<file path="src/rtl/lau_pkg.sv">
// Shared arithmetic-unit definitions: implementation speed grades for the LAU building blocks.
package lau_pkg;

    typedef enum logic [1:0] {
        SMALL    = 2'd0,
        BALANCED = 2'd1,
        FAST     = 2'd2
    } speed_e;

endpackage

</file>
<file path="src/rtl/Inc.sv">
// Combinational incrementer z = a + 1; co is set when a is all-ones.
// The speed grade only selects the carry structure, never the function.
module Inc #(
    parameter int              width = 8,
    parameter lau_pkg::speed_e speed = lau_pkg::FAST
) (
    input  logic [width-1:0] a,
    output logic [width-1:0] z,
    output logic             co
);

    generate
        if (speed == lau_pkg::SMALL) begin : g_ripple
            logic [width:0] c;
            assign c[0] = 1'b1;
            for (genvar i = 0; i < width; i++) begin : g_bit
                assign z[i]   = a[i] ^ c[i];
                assign c[i+1] = a[i] & c[i];
            end
            assign co = c[width];
        end else if (speed == lau_pkg::BALANCED) begin : g_prefix
            // bit i toggles exactly when every lower bit is one
            logic [width-1:0] ones_below;
            assign ones_below[0] = 1'b1;
            for (genvar i = 1; i < width; i++) begin : g_bit
                assign ones_below[i] = &a[i-1:0];
            end
            assign z  = a ^ ones_below;
            assign co = &a;
        end else begin : g_fast
            assign {co, z} = {1'b0, a} + {{width{1'b0}}, 1'b1};
        end
    endgenerate

endmodule

</file>
<file path="src/rtl/inc_share_ctrl.sv">
// Round-robin sharing of one Inc instance among nreq requesters, with a single registered result slot.
// Build option: define INC_SHARE_CTRL_SATURATE_EN to saturate an all-ones operand instead of wrapping to 0.
module inc_share_ctrl #(
    parameter int              width = 8,
    parameter int              nreq  = 4,
    parameter lau_pkg::speed_e speed = lau_pkg::FAST
) (
    input  logic                                        clk_i,
    input  logic                                        rst_ni,
    input  logic [nreq-1:0]                             req_valid_i,
    input  logic [nreq*width-1:0]                       req_op_i,
    output logic [nreq-1:0]                             req_ready_o,
    output logic                                        rsp_valid_o,
    input  logic                                        rsp_ready_i,
    output logic [width-1:0]                            rsp_op_o,
    output logic [((nreq > 1) ? $clog2(nreq) : 1)-1:0] rsp_id_o,
    output logic                                        rsp_ovf_o
);

    localparam int idw = (nreq > 1) ? $clog2(nreq) : 1;

    logic             slot_free;
    logic             req_any;
    logic             grant;
    logic [idw-1:0]   gnt_idx;
    logic [width-1:0] op_sel;
    logic [width-1:0] inc_z;
    logic             inc_co;

    logic             rsp_vld_p1;
    logic [width-1:0] rsp_op_p1;
    logic [idw-1:0]   rsp_id_p1;
    logic             rsp_ovf_p1;

    function automatic logic [width-1:0] inc_result(input logic [width-1:0] z, input logic co);
`ifdef INC_SHARE_CTRL_SATURATE_EN
        return co ? {width{1'b1}} : z;
`else
        return co ? {width{1'b0}} : z;
`endif
    endfunction

    assign slot_free = !rsp_vld_p1 || rsp_ready_i;
    assign req_any   = |req_valid_i;
    // rst_ni gates the grant so nothing is accepted while reset is asserted
    assign grant     = rst_ni && slot_free && req_any;

    generate
        if (nreq == 1) begin : g_single
            assign gnt_idx = '0;
        end else begin : g_rr
            logic [idw-1:0] rr_ptr;
            logic           found;
            int             cand;

            always_comb begin
                gnt_idx = rr_ptr;
                found   = 1'b0;
                cand    = 0;
                for (int k = 0; k < nreq; k++) begin
                    cand = int'(rr_ptr) + k;
                    if (cand >= nreq) cand = cand - nreq;
                    if (!found && req_valid_i[idw'(cand)]) begin
                        found   = 1'b1;
                        gnt_idx = idw'(cand);
                    end
                end
            end

            always_ff @(posedge clk_i) begin
                if (!rst_ni) begin
                    rr_ptr <= '0;
                end else if (grant) begin
                    rr_ptr <= (int'(gnt_idx) == nreq - 1) ? '0 : gnt_idx + 1'b1;
                end
            end
        end
    endgenerate

    for (genvar i = 0; i < nreq; i++) begin : g_ready
        assign req_ready_o[i] = grant && (gnt_idx == idw'(i));
    end

    always_comb begin
        op_sel = '0;
        for (int i = 0; i < nreq; i++) begin
            if (int'(gnt_idx) == i) op_sel = req_op_i[i*width +: width];
        end
    end

    Inc #(
        .width (width),
        .speed (speed)
    ) u_inc (
        .a  (op_sel),
        .z  (inc_z),
        .co (inc_co)
    );

    // stage p1: result slot, reloaded on every grant so back-to-back transfers have no bubble
    always_ff @(posedge clk_i) begin
        if (!rst_ni) begin
            rsp_vld_p1 <= 1'b0;
            rsp_op_p1  <= '0;
            rsp_id_p1  <= '0;
            rsp_ovf_p1 <= 1'b0;
        end else if (grant) begin
            rsp_vld_p1 <= 1'b1;
            rsp_op_p1  <= inc_result(inc_z, inc_co);
            rsp_id_p1  <= gnt_idx;
            rsp_ovf_p1 <= inc_co;
        end else if (rsp_ready_i) begin
            rsp_vld_p1 <= 1'b0;
        end
    end

    assign rsp_valid_o = rsp_vld_p1;
    assign rsp_op_o    = rsp_op_p1;
    assign rsp_id_o    = rsp_id_p1;
    assign rsp_ovf_o   = rsp_ovf_p1;

endmodule

</file>
<file path="config.mk">
export PLATFORM = sky130hd
export DESIGN_NAME = inc_share_ctrl
export DESIGN_NICKNAME = d
export VERILOG_FILES = /design/src/rtl/lau_pkg.sv /design/src/rtl/Inc.sv /design/src/rtl/inc_share_ctrl.sv
export SDC_FILE = /design/constraint.sdc
export NUM_CORES = 1
export LEC_CHECK = 0
export ABC_AREA = 1
export CAP_MARGIN = 0
export CORE_MARGIN = 4
export CORE_UTILIZATION = 39
export CTS_BUF_LIST = sky130_fd_sc_hd__clkbuf_8 sky130_fd_sc_hd__clkbuf_16
export DETAILED_ROUTE_END_ITERATION = 7
export PLACE_DENSITY_LB_ADDON = 0.08
export SLEW_MARGIN = 10
export SYNTH_ARGS = -nofsm -noshare
export SYNTH_HDL_FRONTEND = slang
export SYNTH_SLANG_ARGS = --single-unit
</file>
<file path="constraint.sdc">
create_clock -name clk_i -period 2.9 [get_ports clk_i]
set_input_delay 0.29 -clock clk_i [delete_from_list [all_inputs] [get_ports clk_i]]
set_output_delay 0.29 -clock clk_i [all_outputs]
set_load 0.01 [all_outputs]
</file>
## Word level (Yosys, flattened, before mapping)

Cells that the tools add are included.

- Input port bits: 39
- Bits in writable memories: 0
- Output and inout port bits: 16
- ROM bits: 0
- Memories kept: 0
- Latch bits: 0
- Bits in registers: 14
- Word-level logic and storage cells: 77

- Shifts and indexed selects: 0
- Reductions and logical operators: 18
- Multipliers: 0
- Divide/modulo/power cells: 0
- Muxes and demuxes: 31
- $lt $le $gt $ge: 8
- Bitwise gates (word level): 0
- Equality and inequality tests: 6
- $add $sub $neg: 9

Operators with widths:

| cell | count |
|---|---|
| 8-bit two-way mux | 5 |
| 2-bit two-way mux | 9 |
| 2-bit by 4-bit < comparator with 1-bit output, second input constant | 4 |
| 1-bit two-way mux | 13 |
| 8-bit by 1-bit adder with 9-bit output, second input constant | 1 |
| 3-bit greater-or-equal comparator, second input constant | 3 |
| 1-bit logical AND | 9 |
| 1-bit binary-select mux with 2-bit select | 4 |
| 2-bit == test, second input constant | 4 |
| 2-bit by 1-bit subtractor with 2-bit output, second input constant | 4 |
| 2-bit by 2-bit adder with 3-bit output, second input constant | 2 |
| 2-bit by 1-bit == test with 1-bit output, second input constant | 2 |
| 1-bit zero test | 4 |
| 2-bit zero test | 2 |
| 4-bit OR reduction | 1 |
| 2-bit by 1-bit adder with 3-bit output, second input constant | 1 |
| 2-bit by 3-bit greater-or-equal comparator with 1-bit output, second input constant | 1 |
| 2-bit by 1-bit adder with 2-bit output, second input constant | 1 |
| 2-bit nonzero test | 1 |
| 1-bit logical OR | 1 |

## Logic depth before layout (Yosys ltp)

- Depth after elaboration: 22
- Mapped depth: 26
- Gate-level depth less buffers: 26

## Modules after synthesis

Synthesis repeated with hierarchy kept, for this count alone.

- Cell total of the unflattened synthesis: 215
- Area, all modules: 1260.0 um2

Modules (own cells, without submodules):

| module | area each (um2) | cells each | seq. area each (um2) | times used |
|---|---|---|---|---|
| inc_share_ctrl | 1109.8 | 185 | 280.3 | 1 |
| Inc | 150.1 | 30 | 0.0 | 1 |

## Least setup slack after synthesis

No wires, ideal clock.

- Path kind: register -> register
- From: register g_rr.rr_ptr[0]
- To: register rsp_op_p1[4] (netlist: rsp_op_o[4])
- Data arrival time: 2.662 ns
- Clock period less this slack: 2.780 ns
- Required time: 2.782 ns
- Path buffers: 2
- Cell stages (with the launch flop): 26
- Library setup time: 0.118 ns
- Path slack: 0.120 ns
- Path through: dfxtp_1 buf_6 nand2_2 o21ai_2 inv_2 o21ai_1 nand2_1 clkinv_1 nand3_2 nand2_1 nand2_1 nand2_2 inv_1 ha_1 buf_6 nor2_4 nand2_1 nand2_1 nand2_1 nand2_2 ha_1 nand3_1 nor2_1 a21oi_4 o21ai_1 o21ai_1

- Word-level cells in the longest chain between the ends: 22
- Elaborated cells between the ends (all ways): 50
- Those cells by class: add/sub (8); order compare (4); eq/ne (3); mux (28); reduce/logical (7)

Ends and longest elaborated chain:

| item | RTL line | text |
|---|---|---|
| start, declared | inc_share_ctrl.sv:52 | `logic [idw-1:0] rr_ptr;` |
| start signal, assigned | inc_share_ctrl.sv:74 | `rr_ptr <= (int'(gnt_idx) == nreq - 1) ? '0 : gnt_idx + 1'b1;` |
| parallel branches: the longest is 14 deep, another holds 2-bit by 1-bit adder with 3-bit output | -- |  |
| 2-bit two-way mux * | inc_share_ctrl.sv:63 | `if (!found && req_valid_i[idw'(cand)]) begin` |
| named net gnt_idx[1] | inc_share_ctrl.sv:25 | `logic [idw-1:0] gnt_idx;` |
| 2-bit zero test | inc_share_ctrl.sv:87 | `if (int'(gnt_idx) == i) op_sel = req_op_i[i*width +: width];` |
| 8-bit two-way mux (3 in a row) | inc_share_ctrl.sv:87 |  |
| 8-bit two-way mux * | inc_share_ctrl.sv:87 |  |
| 8-bit by 1-bit adder with 9-bit output * | Inc.sv:31 | `assign {co, z} = {1'b0, a} + {{width{1'b0}}, 1'b1};` |
| 8-bit two-way mux * | inc_share_ctrl.sv:39 | `return co ? {width{1'b0}} : z;` |
| end signal, assigned | inc_share_ctrl.sv:109 | `rsp_op_p1 <= inc_result(inc_z, inc_co);` |
| end, declared | inc_share_ctrl.sv:31 | `logic [width-1:0] rsp_op_p1;` |

Mark *: on every way through the listed nets, which the timed path passes. The select of a mux whose other input is x is not followed.
A chain may end at the register's enable or synchronous reset.

## Final worst setup path

Same ends and word-level chain as after synthesis.

==> impl_metrics.toml <==
[sta]
skew_ns = 0.00248
worstMarginPinSlew_ns = 0.323
setup_viol = 8
hold_viol = 0
maxSlewHeadroom_pct = 78.4
timing.final.ws_setup_ns = -0.0817
tns_ns = -0.418
slew_violations = 0
period_needed_ns = 2.98
rsz0062_at_grt = "yes"
fmax_ghz = 0.335
period_share_pct = 103

[finish]
num_antenna_cells = 0
nets = 354
drive_gt1_share_pct = 35.3
area.growth.synth_to_final_pct = 89.0
postLayoutCoreUtil_pct = 79.2
instances_no_fill = 353
fin_area_mm2 = 0.00248
n_fill_cell = 232

[critical_path]
crit_path_end_kind = "flop"
rr_startpoint = "g_rr.rr_ptr[0]"
cp.arrival_ns = 3.15
r2r-end = "rsp_op_o[4]"
r2r_slack_ns = -0.08
path_class = "reg -> reg"
cp_max_fo = 8
worst_setup_path_start_kind = "flop"
cp.required_ns = 3.07
r2r_cells = 23

[cts]
clk_path_buf_depth = 2
numCtsBuffers = 3
hold_buffers = 0
clk_latency_ns = 0.25
h-tree-depth = 1
cts-root-buf = "clkbuf_8"
cts_tree = "built"
path_clk_slew_ns = 0.06
clock-sinks = 14

[logic_synthesis]
syn_nets = 261
synth_cell_types = 26
synth_warnings = 0
syn_area_mm2 = 0.00131
avgSynthCellArea_um2 = 6.04
synthCells = 217
synth-seq-area-share_pct = 21.4
synth_seq_cells = 14

[power_and_ir_drop]
power_frac_seq_pct = 11.7
power_frac_comb_pct = 80.6
intPower_mw = 1.33
sw_frac_of_total_pct = 45.7
p_sw_mw = 1.12
p_clk_share_pct = 7.7
power_mw = 2.46
p_leak_nw = 1.13
powerDensity_mw_per_mm2 = 991
vdd_drop_max_mv = 0.615

[worst_hold_path]
holdPathStages = 2
worstHoldEndpoint = "rsp_op_o[5]"
hp-start = "rsp_op_o[5]"
hold_class = "reg -> reg"

[run]
maxCapViolCount = 0

[detailed_routing]
drc = 0
drt_pass1_iterations = 4
ant_nets = 0
vias = 1689
viasPerCell = 4.78
drt-wirelength-per-cell_um = 13.0
wl_um = 4600
drtIter0Drc = 75

[floorplanning]
die_y_um = 66.0
core_mm2 = 0.00313
dieArea_mm2 = 0.00435
floorplan.initialDensity_pct = 41.9
fp.dieW_um = 66.0
ios = 55
rows = 20

[grt]
antenna_found_initial = 0
grt_max_degree = 18
grt_pass1_vias = 1511
grt_pass1_wl_um = 6660
grt_overflow = 0
grt_usage_pct = 19.1

[placement]
placed_cell_area_mm2 = 0.00213
gp_congestion = 0.872
place_inst = 345
io_buffers = 54
hpwl_um = 3050

[status]
failed_checks = "negative setup slack"
status = "complete, but fails checks"
## registers in the layout, summed over array words and instances (netlist names)
signal,count
g_rr.rr_ptr,2
rsp_id_o,2
rsp_ovf_o,1
rsp_valid_o,1
rsp_op_o,8
## what timing repair did
action | 4_1_cts | 5_1_grt
setup endpoints to repair | 13 | 13
resized for setup | 28 | 45
pin swaps | 5 | 19
buffers inserted | 2 | 3
## critical path, stage by stage, from the launching register on
cell	delay, ns
dfxtp_4	0.43
nand2_1	0.11
o21ai_2	0.09
inv_1	0.09
o21ai_4	0.20
nor2_4	0.08
o21ai_1	0.08
nand2_1	0.11
nand2_1	0.09
nand2_1	0.07
nand2_2	0.12
buf_6	0.12
ha_4	0.17
inv_4	0.05
nor2_2	0.08
nor2_1	0.05
nand2_2	0.07
nand2_2	0.08
ha_4	0.18
nand3_4	0.09
nor2_4	0.06
a21oi_4	0.23
o21ai_1	0.10
o21ai_1	0.15
## kinds of logic (layout without fill, tap and decap cells)
logic type / after synthesis / in the layout / share of synthesized area, %
xor+xnor: 2 / 2 / 1.34
buf+inv: 34 / 126 / 11.9
compound gates: 37 / 37 / 18.1
flops: 14 / 14 / 21.4
fa+ha+maj: 5 / 5 / 4.77
simple gates: 125 / 125 / 42.5
## layout by cell type (no fill, tap or decap), types with 5 or more instances in the layout
cell type / count
dfxtp_1: 12
inv_4: 5
a21oi_2: 7
nor2_1: 16
inv_2: 7
buf_4: 35
o21ai_2: 5
nand3_1: 13
a21oi_1: 15
nand2_2: 11
inv_1: 17
nor2_4: 6
clkdlybuf4s50_1: 46
ha_4: 5
nand2_1: 65
## layout make-up
| type | instances | area (µm²) | area share, % |
|---|---|---|---|
| multi-input combinational | 169 | 1110 | 44.6 |
| tap | 44 | 55.1 | 2.22 |
| clock buffer | 4 | 55.1 | 2.22 |
| timing repair buffer | 93 | 856 | 34.5 |
| inverter | 29 | 121 | 4.90 |
| sequential | 14 | 285 | 11.5 |
## metrics by stage
stage	setup slack (ns)	hold WS [ns]
2_1_floorplan	0.120	0.415
3_3_place_gp	-0.428	0.454
3_5_place_dp	-0.531	0.460
4_1_cts	-0.00162	0.468
5_1_grt	-0.273	0.491
6_report	-0.0817	0.469
## power by group through the flow
stage	registers [mW]	clock network (mW)	logic, mW
floorplan	0.299	0	0.861
global placement	0.282	0	1.56
detailed placement	0.282	0	1.57
CTS	0.281	0.193	1.71
global route	0.296	0.203	2.14
finish	0.288	0.189	1.98
## metal layers
metal	routed length (µm)	part of all wire, %	vias to the layer above	global-route usage, %
met5	0	0	-	0
met4	127	2.8	0	5.33
met3	289	6.3	15	1.53
met2	2200	48	69	31.9
met1	1980	43	736	26.2
li1	-	-	869	-
## how the worst max path moves through the flow
stage	start	to	slack, ns	cells after the start
floorplan	g_rr.rr_ptr[0]	rsp_op_o[4]	0.12	25
global placement	req_valid_i[3]	rsp_op_o[0]	-0.43	23
detailed placement	req_valid_i[3]	rsp_op_o[4]	-0.53	22
CTS	req_valid_i[1]	rsp_op_o[6]	-0.002	25
global route	g_rr.rr_ptr[0]	rsp_op_o[4]	-0.27	24
finish	g_rr.rr_ptr[0]	rsp_op_o[4]	-0.08	23
## Yosys cell counts (all sizes together)
master | count | share of area (%)
nand2 | 79 | 24
inv | 28 | 8.4
a21oi | 24 | 12
nor2 | 24 | 9.0
nand3 | 19 | 8.0
dfxtp | 14 | 21
o21ai | 13 | 6.4
buf | 5 | 3.2
ha | 5 | 4.8
or2 | 2 | 0.95
clkinv | 1 | 0.29
nand3b | 1 | 0.57
xnor2 | 1 | 0.67
xor2 | 1 | 0.67
Note: power is estimated with default switching activity, not from simulation.
